### src/rtl/coin_pkg.sv
// Coin codes, coin values (in nickels) and dispenser state encoding,
// shared by the coin-accept and coin-return FSMs.
package coin_pkg;

    localparam logic [1:0] COIN_NONE    = 2'b00;
    localparam logic [1:0] COIN_NICKEL  = 2'b01;
    localparam logic [1:0] COIN_DIME    = 2'b10;
    localparam logic [1:0] COIN_QUARTER = 2'b11;

    localparam int VAL_NICKEL  = 1;
    localparam int VAL_DIME    = 2;
    localparam int VAL_QUARTER = 5;

    typedef logic [1:0] state_t;

    localparam state_t IDLE     = 2'd0;
    localparam state_t DISPENSE = 2'd1;
    localparam state_t DONE     = 2'd2;

endpackage

### src/rtl/change_dispenser_if.sv
// Request / coin-ejection handshake bundle of the change dispenser.
// master = controller and ejection side, slave = dispenser.
interface change_dispenser_if #(
    parameter int AMT_W = 4
);
    logic             start;
    logic [AMT_W-1:0] amount;
    logic             coin_ready;
    logic [1:0]       coin;
    logic             coin_valid;
    logic             busy;
    logic             done;
    logic [AMT_W-1:0] coin_count;

    modport master (
        output start, amount, coin_ready,
        input  coin, coin_valid, busy, done, coin_count
    );

    modport slave (
        input  start, amount, coin_ready,
        output coin, coin_valid, busy, done, coin_count
    );
endinterface

### src/rtl/change_dispenser_coin_select.sv
// Largest coin not exceeding the remaining amount, with its value.
// Quarters are only offered when CHANGE_QUARTER_EN is defined.
module coin_select
    import coin_pkg::*;
#(
    parameter int AMT_W = 4
) (
    input  logic [AMT_W-1:0] rem_i,
    output logic [1:0]       coin_o,
    output logic [AMT_W-1:0] val_o
);

    // Later matches override earlier ones: biggest fitting coin wins
    always_comb begin
        coin_o = COIN_NICKEL;
        val_o  = AMT_W'(VAL_NICKEL);
        if (rem_i >= AMT_W'(VAL_DIME)) begin
            coin_o = COIN_DIME;
            val_o  = AMT_W'(VAL_DIME);
        end
`ifdef CHANGE_QUARTER_EN
        if (rem_i >= AMT_W'(VAL_QUARTER)) begin
            coin_o = COIN_QUARTER;
            val_o  = AMT_W'(VAL_QUARTER);
        end
`endif
    end

endmodule

### src/rtl/change_dispenser.sv
// Coin-return FSM: pays out an owed amount one coin per handshake.
// Optional quarter support via CHANGE_QUARTER_EN (see coin_select).
module change_dispenser
    import coin_pkg::*;
#(
    parameter int AMT_W = 4
) (
    input logic               clock,
    input logic               reset,
    change_dispenser_if.slave bus
);

    state_t           state_q, state_d;
    logic [AMT_W-1:0] rem_q, rem_d;
    logic [AMT_W-1:0] cnt_q, cnt_d;
    logic [1:0]       sel_coin;
    logic [AMT_W-1:0] sel_val;

    coin_select #(.AMT_W(AMT_W)) u_sel (
        .rem_i  (rem_q),
        .coin_o (sel_coin),
        .val_o  (sel_val)
    );

    // Next state: latch on start, debit on transfer, one DONE cycle
    always_comb begin
        state_d = state_q;
        rem_d   = rem_q;
        cnt_d   = cnt_q;
        case (state_q)
            IDLE: begin
                if (bus.start) begin
                    rem_d   = bus.amount;
                    cnt_d   = '0;
                    state_d = (bus.amount != '0) ? DISPENSE : DONE;
                end
            end
            DISPENSE: begin
                if (bus.coin_ready) begin
                    rem_d = rem_q - sel_val;
                    cnt_d = cnt_q + AMT_W'(1);
                    if (rem_q == sel_val)
                        state_d = DONE;
                end
            end
            DONE:    state_d = IDLE;
            default: state_d = IDLE;
        endcase
    end

    // State registers, cleared asynchronously
    always_ff @(posedge clock or posedge reset) begin
        if (reset) begin
            state_q <= IDLE;
            rem_q   <= '0;
            cnt_q   <= '0;
        end else begin
            state_q <= state_d;
            rem_q   <= rem_d;
            cnt_q   <= cnt_d;
        end
    end

    // Moore outputs: the coin is only driven while dispensing
    assign bus.coin_valid = (state_q == DISPENSE);
    assign bus.coin       = bus.coin_valid ? sel_coin : COIN_NONE;
    assign bus.busy       = (state_q != IDLE);
    assign bus.done       = (state_q == DONE);
    assign bus.coin_count = cnt_q;

endmodule

### src/flat_wrapper.sv
// flat-port wrapper written by rule: the top's interface ports become plain ports
module change_dispenser_flat import coin_pkg::*;
#(
    parameter int AMT_W = 4
)
  (clock, reset, bus_start, bus_amount, bus_coin_ready, bus_coin, bus_coin_valid, bus_busy, bus_done, bus_coin_count);
  change_dispenser_if #(.AMT_W(AMT_W)) bus_i ();
  input logic clock;
  input logic reset;
  input wire logic [$bits(bus_i.start)-1:0] bus_start;
  input wire logic [$bits(bus_i.amount)-1:0] bus_amount;
  input wire logic [$bits(bus_i.coin_ready)-1:0] bus_coin_ready;
  output wire logic [$bits(bus_i.coin)-1:0] bus_coin;
  output wire logic [$bits(bus_i.coin_valid)-1:0] bus_coin_valid;
  output wire logic [$bits(bus_i.busy)-1:0] bus_busy;
  output wire logic [$bits(bus_i.done)-1:0] bus_done;
  output wire logic [$bits(bus_i.coin_count)-1:0] bus_coin_count;
  assign bus_i.start = bus_start;
  assign bus_i.amount = bus_amount;
  assign bus_i.coin_ready = bus_coin_ready;
  assign bus_coin = bus_i.coin;
  assign bus_coin_valid = bus_i.coin_valid;
  assign bus_busy = bus_i.busy;
  assign bus_done = bus_i.done;
  assign bus_coin_count = bus_i.coin_count;
  change_dispenser #(.AMT_W(AMT_W)) u_core (.clock(clock), .reset(reset), .bus(bus_i));
endmodule
### config.mk
export PLATFORM = sky130hd
export DESIGN_NAME = change_dispenser_flat
export DESIGN_NICKNAME = d
export VERILOG_FILES = /design/src/rtl/coin_pkg.sv /design/src/rtl/change_dispenser_if.sv /design/src/rtl/change_dispenser_coin_select.sv /design/src/rtl/change_dispenser.sv /design/src/flat_wrapper.sv
export SDC_FILE = /design/constraint.sdc
export NUM_CORES = 1
export LEC_CHECK = 0
export CAP_MARGIN = 20
export CORE_UTILIZATION = 45
export CTS_CLUSTER_SIZE = 28
export DETAILED_ROUTE_END_ITERATION = 10
export PLACE_DENSITY_LB_ADDON = 0.1
export SLEW_MARGIN = 20
export SYNTH_ARGS = -nofsm -noshare
export SYNTH_HDL_FRONTEND = slang
export SYNTH_HIERARCHICAL = 1
export SYNTH_SLANG_ARGS = --single-unit
### constraint.sdc
create_clock -name clock -period 4.38 [get_ports clock]
set_clock_uncertainty 0.15 [all_clocks]
set_input_delay 1.314 -clock clock [delete_from_list [all_inputs] [get_ports clock]]
set_output_delay 1.314 -clock clock [all_outputs]
set_load 0.03 [all_outputs]
==> reports/metrics.yaml <==
sta:
  final_max_slew_viol_count: 0
  rsz0062_at_grt: "false"
  setup_violations: 0
  layout_min_cycle_time_ns: 3.53
  fin_ws_ns: 0.852
  setup-tns-final_ns: 0
  clock.fmax_mhz: 283
  period_share_pct: 80.6
  hold_violations: 0
  whs_ns: 0.389
cts:
  cts.sinks: 10
  htreeDepth: 1
  cts_root_buf: "clkbuf_4"
  clk_pin_slew_worst_paths_ns: 0.06
  cts.path.max_buffers: 2
  clock_latency_ns: 0.27
  cts_resized: 0
  postCtsHoldBufs: 0
  postCtsSetupBuffers: 0
  cts_buffers: 3
  cts_tree: "done"
setup_path:
  crit_required_ns: 2.92
  r2r-end: "u_core/rem_q[3]"
  reg2reg_slack_ns: 2.32
  start_kind: "register"
  critPathKind: "register to output pin"
  arrival_ns: 2.06
  reg2reg_depth: 7
  worstPathMaxFanout: 12
  r2r_start: "u_core/rem_q[3]"
  end_kind: "output pin"
worst_hold_path:
  hp-start: "u_core/rem_q[0]"
  hold_path_class: "register to register"
  hold_depth: 2
  min_to: "u_core/rem_q[0]"
global_route:
  grt_max_degree: 13
  grt_pass1_vias: 561
  gr-total-overflow: 0
  grt_pass1_wl_um: 2440
  grt_use_total_pct: 17.9
  antenna_found_initial: 0
power:
  ir_worst_vdd_uv: 319
  power_leakage_uw: 0.000412
  powerDensity_mw_per_mm2: 739
synth:
  synth_area_um2: 753
  ys_ff_latch: 10
  ys_warn_count: 6
  syn_inst: 88
  ys_types: 33
  syn_area_per_cell_um2: 8.56
  yosysSeqAreaShare_pct: 33.2
drt:
  vias_per_cell: 5.37
  routed_wl_um: 1440
  firstDrtPassIters: 4
  route.detailed.drc: 0
  num_vias: 634
  wire_per_inst_um: 12.2
  first_iter_violations: 14
  ant_nets: 0
cells_and_area:
  final_common_cell: "clkdlybuf4s50_1"
  design_area_um2: 913
  layout_common_cells: "16 x clkdlybuf4s50_1, 10 x a21oi_1, 10 x dfrtp_1, 9 x inv_1, 8 x nor2_1"
  drive_above_1_share_pct: 6.86
  syn_to_final_growth_pct: 21.3
  diodes: 0
  nets: 116
placed_design:
  dpl_cell_area_um2: 877
  hpwl_um: 1190
  pre_cts_ws_ns: 1.14
  gp_congestion: 0.799
  numPortBuffers: 16
floorplanning:
  ios: 17
  row_count: 14
  core_area_mm2: 0.00154
  dieArea_mm2: 0.00184
  initial_core_util_pct: 48.9
  die_y_um: 42.9
  die_w_um: 42.9
outcome:
  outcome: "complete, no violations"
job:
  drv_cap: 0
-- metrics by stage --
step,util (%),power [uW],std cells
after floorplan,-,496,89
after global placement,56.9,583,114
after detailed placement,56.9,592,114
after CTS,59.3,678,118
after global routing,59.3,729,118
final,59.3,675,118
-- state kept, by name, indices dropped and copies added, names as in the netlist --
register	flops
u_core/rem_q	4
u_core/bus.coin_count	4
u_core/state_q	2
-- worst max-delay path, stage by stage (launching register included) --
cell and delay (ns):
dfrtp_1 0.50, nand2b_1 0.32, inv_1 0.18, and2_1 0.14, clkdlybuf4s50_1 0.67
-- Yosys cell counts (all sizes together) --
master | number | area (um2)
a21oi | 10 | 50.1
dfrtp | 10 | 250
inv | 9 | 33.8
nor2 | 9 | 36.3
buf | 7 | 60.1
o21ai | 6 | 33.8
ha | 4 | 50.1
nand2 | 4 | 15.0
mux2i | 3 | 30.0
nor3 | 3 | 15.0
and2 | 2 | 12.5
or4 | 2 | 15.0
xor2 | 2 | 17.5
a211oi | 1 | 7.51
and2b | 1 | 7.51
and3 | 1 | 6.26
conb | 1 | 3.75
fa | 1 | 20.0
nand2b | 1 | 6.26
nand3 | 1 | 5.00
nand3b | 1 | 7.51
nand4 | 1 | 6.26
nor2b | 1 | 6.26
nor3b | 1 | 12.5
nor4 | 1 | 6.26
o2111ai | 1 | 8.76
o211ai | 1 | 7.51
o21bai | 1 | 7.51
or3 | 1 | 6.26
xnor2 | 1 | 8.76
-- power breakdown --
| part | leakage, uW | total, uW | switching [uW] | internal [uW] |
|---|---|---|---|---|
| clock network | 0.0000210 | 82.3 | 31.8 | 50.5 |
| logic | 0.000268 | 402 | 229 | 173 |
| registers | 0.000123 | 190 | 57.3 | 133 |
-- layout make-up --
cell class | count | area (um2)
clock buffers | 4 | 36.3
fillers | 151 | 628
inverters | 9 | 33.8
multi-input cells | 63 | 413
flip-flops and latches | 10 | 250
well taps | 16 | 20.0
repair buffers | 16 | 160
-- how the worst max path moves through the flow --
| stage | from | to | slack (ns) |
|---|---|---|---|
| global route | u_core/state_q[1] | bus_coin[1] | 0.70 |
| finish | u_core/state_q[1] | bus_coin[1] | 0.85 |
| detailed placement | u_core/state_q[1] | bus_coin[1] | 1.14 |
| global placement | u_core/state_q[1] | bus_coin[0] | 1.20 |
| floorplan | u_core/state_q[1] | bus_coin[0] | 1.69 |
| CTS | u_core/state_q[1] | bus_coin[1] | 0.85 |
-- cells by family after synthesis --
logic type      synth area share (%)
simple gates                    21.8
compound gates                  15.3
buf+inv                         12.5
flops                           33.2
fa+ha+maj                       9.30
xor+xnor                        3.49
mux                             3.99
other cells                    0.498
-- metal layers --
metal / up-vias / wire length, um / GRT usage, %
met3: 3 / 85 / 6.38
met2: 17 / 625 / 24.2
li1: 321 / - / -
met4: 0 / 11 / 5.63
met1: 293 / 714 / 26.3
met5: - / 0 / 0
Note: power is estimated with default switching activity, not from simulation.
